===== src/rtl/output_merge_arbiter.sv =====
// Round-robin merge of NUM_IN packet flows into one output link through a
// DEPTH-entry FIFO, with a saturating count of delivered packets.
module output_merge_arbiter #(
  parameter int WIDTH  = 39,
  parameter int NUM_IN = 4,
  parameter int DEPTH  = 2
) (
  input  logic                    clk,
  input  logic                    rst_n,
  input  logic [NUM_IN-1:0]       in_valid,
  input  logic [NUM_IN*WIDTH-1:0] in_data,
  output logic [NUM_IN-1:0]       in_ready,
  output logic                    out_valid,
  output logic [WIDTH-1:0]        out_data,
  input  logic                    out_ready,
  output logic [15:0]             pkt_count
);

  localparam int PW = (NUM_IN > 1) ? $clog2(NUM_IN) : 1;
  localparam int AW = (DEPTH > 1) ? $clog2(DEPTH) : 1;
  localparam int CW = $clog2(DEPTH + 1);
  localparam int unsigned NI = NUM_IN;

  logic [PW-1:0]    ptr_q, ptr_d;
  logic [AW-1:0]    wr_q, wr_d, rd_q, rd_d;
  logic [CW-1:0]    cnt_q, cnt_d;
  logic [15:0]      pkt_q, pkt_d;
  logic [WIDTH-1:0] mem_q [DEPTH];

  logic [NUM_IN-1:0] grant;
  logic [PW-1:0]     gidx, cand;
  logic              found, space, push, pop;
  logic [WIDTH-1:0]  push_data;

  assign space     = (cnt_q < CW'(DEPTH));
  assign out_valid = (cnt_q != '0);
  assign out_data  = mem_q[rd_q];
  assign pkt_count = pkt_q;
  assign pop       = out_valid && out_ready;
  assign push      = |grant;

  // Grant is gated by rst_n so nothing is accepted while reset is held,
  // and deliberately ignores out_ready: a full buffer never accepts.
  always_comb begin
    grant = '0;
    gidx  = '0;
    cand  = '0;
    found = 1'b0;
    for (int unsigned k = 0; k < NI; k++) begin
      cand = PW'((32'(ptr_q) + k) % NI);
      if (!found && in_valid[cand]) begin
        found = 1'b1;
        gidx  = cand;
      end
    end
    if (found && space && rst_n) grant[gidx] = 1'b1;
  end

  assign in_ready = grant;

  always_comb begin
    push_data = '0;
    for (int unsigned k = 0; k < NI; k++) begin
      if (gidx == PW'(k)) push_data = in_data[k*WIDTH +: WIDTH];
    end
  end

  always_comb begin
    ptr_d = ptr_q;
    wr_d  = wr_q;
    rd_d  = rd_q;
    cnt_d = cnt_q;
    pkt_d = pkt_q;
    if (push) begin
      ptr_d = (gidx == PW'(NI - 1)) ? '0 : gidx + 1'b1;
      wr_d  = (wr_q == AW'(DEPTH - 1)) ? '0 : wr_q + 1'b1;
    end
    if (pop) begin
      rd_d = (rd_q == AW'(DEPTH - 1)) ? '0 : rd_q + 1'b1;
      if (pkt_q != '1) pkt_d = pkt_q + 1'b1;
    end
    case ({push, pop})
      2'b10:   cnt_d = cnt_q + 1'b1;
      2'b01:   cnt_d = cnt_q - 1'b1;
      default: cnt_d = cnt_q;
    endcase
  end

  always_ff @(posedge clk or negedge rst_n) begin
    if (!rst_n) begin
      ptr_q <= '0;
      wr_q  <= '0;
      rd_q  <= '0;
      cnt_q <= '0;
      pkt_q <= '0;
    end else begin
      ptr_q <= ptr_d;
      wr_q  <= wr_d;
      rd_q  <= rd_d;
      cnt_q <= cnt_d;
      pkt_q <= pkt_d;
    end
  end

  // Storage is not reset; its contents are only observed while out_valid=1.
  always_ff @(posedge clk) begin
    if (push) mem_q[wr_q] <= push_data;
  end

endmodule


===== config.mk =====
export PLATFORM = sky130hd
export DESIGN_NAME = output_merge_arbiter
export DESIGN_NICKNAME = d
export VERILOG_FILES = /design/src/rtl/output_merge_arbiter.sv
export SDC_FILE = /design/constraint.sdc
export NUM_CORES = 1
export LEC_CHECK = 0
export BUFFER_PORTS_ARGS = -buffer_cell sky130_fd_sc_hd__buf_2
export CAP_MARGIN = 20
export CORE_MARGIN = 4
export CORE_UTILIZATION = 50
export CTS_BUF_LIST = sky130_fd_sc_hd__clkbuf_8
export CTS_CLUSTER_DIAMETER = 80
export CTS_CLUSTER_SIZE = 25
export DETAILED_ROUTE_END_ITERATION = 8
export PLACE_DENSITY = 0.83
export SYNTH_ARGS = -nofsm -noshare
export SYNTH_HDL_FRONTEND = slang
export SYNTH_SLANG_ARGS = --single-unit

===== constraint.sdc =====
create_clock -name clk -period 4.4 [get_ports clk]
set_input_delay 0.88 -clock clk [delete_from_list [all_inputs] [get_ports clk]]
set_output_delay 0.88 -clock clk [all_outputs]
set_load 0.02 [all_outputs]

Word level (Yosys, flattened, before mapping)

Memory sizes are Yosys's and may differ from the RTL's.
Cells that the tools add are included.
W data, S select, Z words.

Memories kept: 1
Input bits: 163
Bits in writable memories: 78
Output and inout port bits: 60
Bits in registers: 22
Word-level logic and storage cells: 72

Memories:

| memory | depth | width | read ports | clocked after Yosys merged registers in | wr ports | RTL line | source |
|---|---|---|---|---|---|---|---|
| mem_q  | 2     | 39    | 1          | 0                                       | 1        | 28       | `logic [WIDTH-1:0] mem_q [DEPTH];` |

$lt $le $gt $ge: 7
Eq/ne operators: 6
Add/subtract/negate cells: 9
Muxes and demuxes: 29
Reductions and logical operators: 15

Operator list:

| operator                | count |
|---|---|
| $mux W39                | 4 |
| $add A16 B1 Y16 const B | 1 |
| $ne A16 B16 Y1 const B  | 1 |
| $lt A2 B3 Y1 const B    | 5 |
| $mux W1                 | 13 |
| $mux W2                 | 5 |
| $bmux W1 S2             | 4 |
| $logic_and A1 B1 Y1     | 7 |
| $add A2 B1 Y2 const B   | 3 |
| $eq A2 B2 Y1 const B    | 3 |
| $add A2 B2 Y2 const B   | 2 |
| $eq A2 B1 Y1 const B    | 2 |
| $mux W4                 | 1 |
| $pmux W2 S2             | 1 |
| $reduce_bool A2 Y1      | 2 |
| $reduce_or A4 Y1        | 1 |
| $logic_not A1 Y1        | 3 |
| $add A1 B1 Y1 const B   | 2 |
| $demux W1 S2            | 1 |
| $ge A2 B1 Y1 const B    | 1 |
| $logic_not A2 Y1        | 1 |
| $lt A2 B2 Y1 const B    | 1 |
| $reduce_and A2 Y1       | 1 |
| $sub A2 B1 Y2 const B   | 1 |

Logic depth before layout (Yosys ltp)

Gate-level depths: netlist (run 1).

Depth in word-level cells: 20
Mapped depth: 12
Depth with buffers taken out: 11

Worst setup path after synthesis (run 1)

OpenSTA, ideal clock, no wires.

Path kind: input to register
From: in in_valid[2]
To: mem mem_q[0][0], enable pin
Setup time: 435 ps
Path slack: 357 ps
Buffers on the path: 1
Arrival time: 3608 ps
Stages on the path: 9
Required time: 3965 ps
Cell sequence: nand2b_1 -> a21o_1 -> o221ai_1 -> inv_1 -> ha_1 -> clkbuf_1 -> o41a_1 -> inv_1 -> nor2_1

Word-level cells in the longest chain between the ends: 20
Elaborated cells between the ends (all ways): 33
Classes of those cells: order compare: 2; mux: 21; reduce/logical: 10

RTL lines:

| what                                                                      | RTL line | source |
|---|---|---|
| start, declared                                                           | 10       | `input logic [NUM_IN-1:0] in_valid,` |
| $bmux W1 S2                                                               | 51       | `if (!found && in_valid[cand]) begin` |
| $mux W1 (not written as such)                                             | 51       |  |
| $mux W1                                                                   | 51       |  |
| $logic_not A1 Y1                                                          | 51       |  |
| $logic_and A1 B1 Y1                                                       | 51       |  |
| $mux W1                                                                   | 51       |  |
| $logic_not A1 Y1                                                          | 51       |  |
| $logic_and A1 B1 Y1                                                       | 51       |  |
| (+4 left out)                                                             | --       |  |
| $lt A2 B3 Y1 (not written as such) / $ge A2 B1 Y1 (equally long branches) | 56       | `if (found && space && rst_n) grant[gidx] = 1'b1;` |
| $logic_and A1 B1 Y1 (not written as such)                                 | 56       |  |
| $mux W1 (not written as such)                                             | 56       |  |
| $demux W1 S2                                                              | 56       |  |
| $mux W4 *                                                                 | 56       |  |
| $reduce_or A4 Y1 *                                                        | 40       | `assign push = \|grant;` |
| $mux W1 *                                                                 | 107      | `if (push) mem_q[wr_q] <= push_data;` |
| $mux W1 (not written as such) *                                           | 107      |  |
| end, declared                                                             | 28       |  |

Every way passes the cells marked *; elsewhere a longest branch is shown, timed or not. The select of a mux whose other input is x is not followed.

Final worst setup path (run 1)

From: in in_valid[0]
To: out in_ready[1]

Word-level cells in the longest chain between the ends: 17
Elaborated cells between the ends (all ways): 30
Classes of those cells: order compare: 2; mux: 19; reduce/logical: 9

RTL lines:

| what                                                                      | RTL line | source |
|---|---|---|
| $bmux W1 S2                                                               | 51       |  |
| $mux W1 (not written as such)                                             | 51       |  |
| $mux W1                                                                   | 51       |  |
| $logic_not A1 Y1                                                          | 51       |  |
| $logic_and A1 B1 Y1                                                       | 51       |  |
| $mux W1                                                                   | 51       |  |
| $logic_not A1 Y1                                                          | 51       |  |
| $logic_and A1 B1 Y1                                                       | 51       |  |
| $mux W1                                                                   | 51       |  |
| $logic_not A1 Y1                                                          | 51       |  |
| $logic_and A1 B1 Y1                                                       | 51       |  |
| $mux W2                                                                   | 51       |  |
| $lt A2 B3 Y1 (not written as such) / $ge A2 B1 Y1 (equally long branches) | 56       |  |
| $logic_and A1 B1 Y1 (not written as such)                                 | 56       |  |
| $mux W1 (not written as such)                                             | 56       |  |
| $demux W1 S2                                                              | 56       |  |
| $mux W4 *                                                                 | 56       |  |
| end, declared                                                             | 12       | `output logic [NUM_IN-1:0] in_ready,` |

Marked as above.

==> metrics, run 1 <==
Mapped Cells=500; dominant cells by area after synthesis=edfxtp_1 (44%), dfrtp_1 (10%), mux2_2 (8.6%), a21oi_1 (7.6%), nand2_1 (5.9%); critical path class=primary input to output port; initial antenna violation count=1; max-slew violations=0; WL per Instance=16.93 um; vias in the first global route=4633; setup bufs post-CTS=0; number of synthesized flops with an enable pin=78; cell row count=37; global-route wire length before repair=22.47 mm; endpoints failing hold=0; Initial DRC Count=319; largest net degree at the start of global routing=79; area occupied by multi-input gates=0.002306 mm^2; Routed Wire Length=14.32 mm; post-route cell area=0.006750 mm^2; hpwl dp=10.26 mm; Die Area=0.01239 mm^2; GRT overflow=0; clock sink total=100; fraction of layout cells with a size suffix above 1=42.96%; Most used DFF post-synth=edfxtp_1; # DRC=0; fin crit period=3.328 ns; Slew @ Worst Pin=0.9389 ns; post-synthesis sequential area ratio=54.20%; I/O pin cnt=223; setup TNS=0 ns; Num CTS Buffers=9; Die H=111.3 um; global placement routability congestion=0.9299; clk_skew=0.02061 ns; CTS tree=yes; Arrival @ worst endpoint=2.45 ns; post-synthesis cell area=0.005338 mm^2; most frequent cells in the layout=buf_2 (222), nand2_1 (84), a21oi_1 (81); Reg area=0.002894 mm^2; Fill cells=814; post-synth net total=669; 1st-pass router iterations=5; worst skew pair latency=0.36 ns; #FFs+latches synth=100; RSZ-0062 raised after global routing=no; GR Layer Usage met1=27.32%; Tot GR Track Use=22.24%; worst path required time=3.52 ns; placed instance area=0.006573 mm^2; CTS Buffer Depth=2; max-capacitance violation count=0; Final #Nets=874; grt met2 use=39.04%; worst vdd ir=0.4925 mV; Static Leak=2.822 nW; fmax=300.5 MHz; Synth Area per Inst=10.68 um^2; Rel. slew slack=37.41%; GRT Max-Usage Layer=met2; ys async rst share=22.00%; post-CTS resize count=0; total power=3.990 mW; outcome=finished, final reports clean; hold_buf cts=0; Tightest Hold Check Type=primary input to async pin; Final Cycle Share=75.64%; power per cell area=591.0 mW/mm^2; core area=0.01037 mm^2; htree depth=3; top cell type's share of synthesized area=43.88%; IO buf count=222; hold_ws=0.4839 ns; commonest non-fill, non-tap cell in the layout=buf_2; yosys warns=0; Setup-failing EPs final=0; critical path capture point type=output port; Horiz. Die Dim=111.3 um; Vias per Instance=5.456; Root Buffer=clkbuf_8; met3 usage=5.568%; Yosys cell types=41; n_diodes=0; clock transition at the registers of the reported paths=0.10 ns; crit-path max FO=39; area grow syn2layout=26.47%; largest area contributor in the netlist=edfxtp_1; Routed Antenna Nets=0; CP startpoint kind=primary input; vias post-DR=4616; Initial Util=51.47%
==> stage by stage <==
stage                     util (%)  setup WS (ns)  cells
final                        65.09          1.072    846
after detailed placement     63.38         0.8976    830
after global routing         65.09         0.9780    846
after floorplan                  -         0.3571    500
after global placement       63.38          1.035    830
after CTS                    65.09          1.080    846
==> flip-flops by register name, summed over array words and instances, names as in the netlist <==
name       flops
ptr_q          2
wr_q           1
pkt_count     16
mem_q         78
cnt_q          2
rd_q           1
==> per-layer routing <==
metal	wire length, um	vias to the layer above
met5	13	-
met4	235	2
met3	1092	20
met2	7216	206
met1	5762	2165
li1	-	2223
==> final timing paths <==
path | from | to | slack [ns] | depth (start not counted)
min in group clk | pkt_count[15]$_DFFE_PN0P_ | pkt_count[15]$_DFFE_PN0P_ | 0.50 | 1
hold / removal | rst_n | pkt_count[11]$_DFFE_PN0P_ | 0.48 | 1
hold reg to reg | pkt_count[15]$_DFFE_PN0P_ | pkt_count[15]$_DFFE_PN0P_ | 0.50 | 1
setup / recovery | in_valid[0] | in_ready[1] | 1.07 | 9
setup reg to reg | ptr_q[1]$_DFFE_PN0N_ | mem_q[1][4]$_DFFE_PP_ | 1.42 | 8
max in group asynchronous | rst_n | rd_q$_DFFE_PN0P_ | 3.53 | 1
==> Yosys cell counts (2+ instances only) <==
library cell,number
clkbuf_1,32
nand4_1,3
nand2_1,84
edfxtp_1,78
o2111ai_1,2
nor4_1,2
ha_1,6
or2_2,2
o21ai_0,40
nand4_2,2
nor3_1,3
mux2_2,41
a21oi_1,81
inv_1,5
buf_1,3
and2_1,6
nor2_1,6
nor3b_1,2
nand3b_1,39
nand3_1,3
nor3_2,2
xor2_1,11
xnor2_1,8
dfrtp_1,22
==> cell type report <==
cell class / count / area share (%)
clock inverter: 7 / 0.7970
multi-input combinational: 359 / 34.16
clock buffer: 9 / 1.835
timing repair buffer: 230 / 17.53
sequential: 100 / 42.87
inverter: 5 / 0.2780
tap: 136 / 2.521
==> critical path, cell delays in order <==
cell	delay [ns]
buf_2	0.13
a21oi_1	0.07
o21a_1	0.17
o22a_1	0.24
inv_1	0.10
ha_2	0.18
buf_4	0.31
and2_1	0.19
buf_2	0.16
==> report_power, final <==
group          internal, mW  switching [mW]
sequential             1.39           0.186
clock                 0.213           0.317
combinational         0.734            1.15
==> kinds of logic (layout without fill, tap and decap cells) <==
kind of cell / count (synthesis) / count (layout) / synth area share [%]
adders and majority gates: 6 / 6 / 1.406
muxes: 43 / 43 / 9.118
buffers and inverters: 41 / 251 / 2.907
DFF: 100 / 100 / 54.20
AOI/OAI and AO/OA: 129 / 129 / 12.80
xor gates and xnor gates: 19 / 19 / 3.118
and+or+nand+nor: 162 / 162 / 16.46
(Power assumes the default switching activity.)
==> run 2, diff against run 1 <==
Settings changed: CORE_UTILIZATION 50 to 45, PLACE_DENSITY 0.83 to 0.79.
Clock period 4.4 ns to 2.9 ns, I/O delays scaled along.
==> metrics, run 2 (synthesized netlist as in run 1, its figures left out) <==
post-route cell area=0.006922 mm^2; setup TNS=0 ns; sequential cell fraction of total power=37.2%; placed instance area=0.006621 mm^2; CTS tree=yes; placed cell count=842; number of flip-flops in the largest register=78; clock power share=14.1%; outcome=finished, final reports clean; Routed Antenna Nets=0; global-route wire length before repair=20.75 mm; Initial Util=46.35%; I/O pin cnt=223; clock transition at the registers of the reported paths=0.10 ns; WL per Instance=16.80 um; Die Area=0.01367 mm^2; hold_buf cts=0; clock sink total=100; fin crit period=2.780 ns; Final #Nets=881; htree depth=3; Die H=116.9 um; worst skew pair latency=0.35 ns; max-slew violations=0; core area=0.01152 mm^2; clk_skew=0.01007 ns; worst-path cell chain=a21oi_1 -> o21a_1 -> o22a_2 -> inv_1 -> ha_2 -> buf_12 -> and2_1 -> buf_2; worst vdd ir=0.6795 mV; CP startpoint kind=flop; # DRC=0; vias in the first global route=4359; Post-Layout Cell Count=860; Tightest Hold Check Type=primary input to async pin; Static Leak=2.885 nW; worst setup slack after placement=-0.1469 ns; Comb pwr share=48.7%; 1st-pass router iterations=6; Setup-failing EPs final=0; Arrival @ worst endpoint=2.20 ns; commonest non-fill, non-tap cell in the layout=buf_2; fmax=359.7 MHz; Final Cycle Share=95.86%; Num CTS Buffers=9; Initial DRC Count=237; Routed Wire Length=14.45 mm; Rel. slew slack=54.69%; Largest Register=mem_q; area occupied by multi-input gates=0.002326 mm^2; critical path class=flop to output port; final setup margin=0.1201 ns; Vias per Instance=5.333; worst path required time=2.32 ns; max-capacitance violation count=0; n_diodes=0; fraction of layout cells with a size suffix above 1=44.07%; max incr delay on CP=0.43 ns; GRT overflow=0; global placement routability congestion=0.8084; largest net degree at the start of global routing=80; Fill cells=976; Horiz. Die Dim=116.9 um; initial antenna violation count=0; IO buf count=222; setup bufs post-CTS=0; NetSw=2.539 mW; vias post-DR=4586; hpwl dp=10.25 mm; Reg area=0.002895 mm^2; internal power=3.754 mW; Slew @ Worst Pin=0.6796 ns; Tot GR Track Use=19.47%; Switching Share=40.34%; crit-path max FO=40; most frequent cells in the layout=buf_2 (222), nand2_1 (84), a21oi_1 (81); final core utilization=60.10%; area grow syn2layout=29.68%; Slowest-stage cell, CP=dfrtp_2; Buf+Inv Stages, Crit Path=3; power per cell area=909.1 mW/mm^2; Root Buffer=clkbuf_8; endpoints failing hold=0; CTS Buffer Depth=2; critical path capture point type=output port; cell row count=39; Crit path max-delay family=compound AO/OA/AOI/OAI gates
==> run 2: changes by cell type in the layout (fill, tap and decap cells not counted), sizes merged <==
cell    previous run  this run
inv                9         8
clkbuf             9        10
buf              230       236
bufinv             0         1
==> run 2: worst register-to-register path, stage by stage (launching register included) <==
cell,delay [ns]
dfrtp_2,0.46
nand2b_1,0.17
a21o_1,0.19
o221ai_2,0.12
inv_1,0.13
ha_2,0.22
o41a_1,0.44
inv_1,0.12
buf_4,0.14
ha_1,0.24
nor2_1,0.15
xor2_1,0.15
==> run 2: power groups by stage <==
| stage | clock network (mW) | registers [mW] | logic [mW] |
|---|---|---|---|
| final | 0.889 | 2.34 | 3.06 |
| after global routing | 0.985 | 2.39 | 3.35 |
| after CTS | 0.922 | 2.34 | 2.97 |
| after detailed placement | 0 | 2.37 | 2.93 |
| after global placement | 0 | 2.35 | 2.83 |
| after floorplan | 0 | 2.32 | 2.03 |
==> run 2: metrics by stage <==
stage	total power, mW	hold WS [ns]
2_1_floorplan	4.344	0.2844
3_3_place_gp	5.178	0.4790
3_5_place_dp	5.301	0.4958
4_1_cts	6.231	0.1828
5_1_grt	6.723	0.1866
6_report	6.292	0.2023
==> run 2: timing repair <==
action / 4_1_cts / 5_1_grt
endpoints found under the hold margin: 0 / 0
resized for setup: 4 / 8
setup endpoints to repair: 2 / 37
gates cloned: 0 / 1
==> run 2: layer usage <==
layer	part of all wire [%]	wire, um	up-vias	track usage [%]
met5	0	0	-	0
met2	52	7552	181	35.65
met3	7.4	1066	14	4.216
li1	-	-	2232	-
met1	39	5671	2159	22.85
met4	1.1	162	0	5.810
==> run 2: layout make-up <==
type / instances / share of cell area (%)
sequential: 100 / 41.83
multi-input combinational: 359 / 33.60
inverter: 5 / 0.2711
tap: 143 / 2.585
timing repair buffer: 237 / 18.76
clock inverter: 7 / 1.157
clock buffer: 9 / 1.790
==> run 2: path summary, 6_finish.rpt <==
| check | startpoint | to | slack, ns | depth (start not counted) |
|---|---|---|---|---|
| setup / recovery | ptr_q[1]$_DFFE_PN0N_ | in_ready[0] | 0.12 | 8 |
| hold / removal | rst_n | ptr_q[0]$_DFFE_PN0N_ | 0.20 | 2 |
| setup reg to reg | ptr_q[1]$_DFFE_PN0N_ | cnt_q[1]$_DFFE_PN0P_ | 0.30 | 11 |
| hold reg to reg | pkt_count[15]$_DFFE_PN0P_ | pkt_count[15]$_DFFE_PN0P_ | 0.52 | 1 |
| max in group asynchronous | rst_n | rd_q$_DFFE_PN0P_ | 2.45 | 2 |
| min in group clk | pkt_count[15]$_DFFE_PN0P_ | pkt_count[15]$_DFFE_PN0P_ | 0.52 | 1 |
==> run 3, diff against run 2 <==
Settings changed: CORE_ASPECT_RATIO from default to 1.4.
==> metrics, run 3 (synthesized netlist as in run 1, its figures left out) <==
outcome=finished, final reports clean; worst path required time=2.32 ns; commonest non-fill, non-tap cell in the layout=buf_2; Final Cycle Share=96.12%; worst r2r src=ptr_q[0]$_DFFE_PN0N_; Setup-failing EPs final=0; Tot GR Track Use=19.75%; worst skew pair latency=0.36 ns; Initial Util=46.60%; largest net degree at the start of global routing=80; max-slew violations=0; r2r worst-path depth=9; Final #Nets=882; initial antenna violation count=0; 1st-pass router iterations=4; final setup margin=0.1124 ns; Num CTS Buffers=9; hold_buf cts=0; max-capacitance violation count=0; Static Leak=2.907 nW; Vias per Instance=5.503; Crit path top cell by count=inv_1; Tightest Hold Check Type=primary input to async pin; global placement routability congestion=0.8410; crit-path max FO=40; Crit path max-delay family=buffers and inverters; Buf+Inv Stages, Crit Path=4; max incr delay on CP=0.43 ns; htree depth=3; Reg2Reg Setup Slack=0.24 ns; Horiz. Die Dim=100.0 um; Die H=136.9 um; worst vdd ir=0.5211 mV; WL per Instance=17.65 um; fraction of layout cells with a size suffix above 1=43.73%; CTS Buffer Depth=2; vias post-DR=4744; clock transition at the registers of the reported paths=0.09 ns; CTS tree=yes; Slew @ Worst Pin=0.6378 ns; Rel. slew slack=57.16%; global-route wire length before repair=21.31 mm; Initial DRC Count=230; core area=0.01145 mm^2; critical path class=flop to output port; Root Buffer=clkbuf_8; number of flip-flops in the largest register=78; critical path capture point type=output port; worst setup slack after placement=-0.07394 ns; I/O pin cnt=223; Arrival @ worst endpoint=2.21 ns; area grow syn2layout=30.38%; most frequent cells in the layout=buf_2 (222), nand2_1 (84), a21oi_1 (81); endpoints failing hold=0; fmax=358.7 MHz; # DRC=0; Routed Wire Length=15.21 mm; Slowest-stage cell, CP=dfrtp_1; fin crit period=2.788 ns; worst-path cell chain=inv_1 -> o21a_1 -> o22a_1 -> inv_1 -> ha_2 -> clkbuf_8 -> and2_1 -> buf_2; n_diodes=0; clk_skew=0.01234 ns; clock sink total=100; GRT overflow=0; hpwl dp=10.03 mm; Routed Antenna Nets=0; vias in the first global route=4611; cell row count=46; IO buf count=222; CP startpoint kind=flop; total power=6.335 mW; Die Area=0.01369 mm^2; Reg-to-Reg End=mem_q[1][24]$_DFFE_PP_; power per cell area=910.3 mW/mm^2; Largest Register=mem_q
run 3: changes by cell type in the layout (fill, tap and decap cells not counted), sizes merged:
cell / previous run / this run
buf: 236 / 233
bufinv: 1 / 0
clkbuf: 10 / 16
inv: 8 / 7
run 3: metal layers:
layer	routed length, um	global-route usage [%]
met5	0	0
met2	7778	36.01
met3	1099	3.774
met1	5950	22.58
met4	384	7.865
run 3: worst max-delay path by stage:
stage / startpoint / to / slack, ns / cells after the start
2_1_floorplan: in_valid[2] / in_ready[2] / 0.17 / 7
3_3_place_gp: in_valid[0] / in_ready[2] / 0.0007 / 9
3_5_place_dp: in_valid[2] / mem_q[0][23]$_DFFE_PP_ / -0.07 / 9
4_1_cts: ptr_q[1]$_DFFE_PN0N_ / in_ready[3] / 0.03 / 7
5_1_grt: ptr_q[0]$_DFFE_PN0N_ / in_ready[1] / -0.006 / 8
6_report: ptr_q[0]$_DFFE_PN0N_ / in_ready[0] / 0.11 / 8
run 3: area by class of cell:
| cell class | instances | area (um^2) |
|---|---|---|
| Clock buffer | 11 | 151.4 |
| Clock inverter | 5 | 28.78 |
| Fill cell | 958 | 4494 |
| Inverter | 5 | 18.77 |
| Multi-Input combinational cell | 359 | 2315 |
| Sequential cell | 100 | 2895 |
| Tap cell | 144 | 180.2 |
| Timing Repair Buffer | 238 | 1370 |
run 3: stage by stage:
stage / TNS (ns) / area (um^2) / hold WS (ns) / instances / util (%)
5_1_grt: -0.009885 / 6959 / 0.1903 / 862 / 60.76
6_report: 0 / 6959 / 0.1967 / 862 / 60.76
2_1_floorplan: 0 / 5346 / 0.2844 / 500 / -
3_5_place_dp: -2.934 / 6608 / 0.4580 / 841 / 57.69
3_3_place_gp: 0 / 6608 / 0.4561 / 841 / 57.69
4_1_cts: 0 / 6829 / 0.1846 / 857 / 59.62
run 3: worst reg2reg max path, delay by kind of cell (launching register included):
kind | cells | cell delay (ns)
buf+inv | 4 | 0.58
simple gates | 1 | 0.29
compound gates | 3 | 0.85
fa+ha+maj | 1 | 0.24
flops | 1 | 0.43
run 3: report_power, final:
group          internal (mW)  switching (mW)
Clock                  0.353           0.445
Sequential              2.11           0.172
Combinational           1.29            1.97
run 3: what timing repair did:
action                                  4_1_cts  5_1_grt
resized for setup                            10        3
setup buffers                                 0        0
gates cloned                                  0        4
endpoints found under the setup margin        4        4
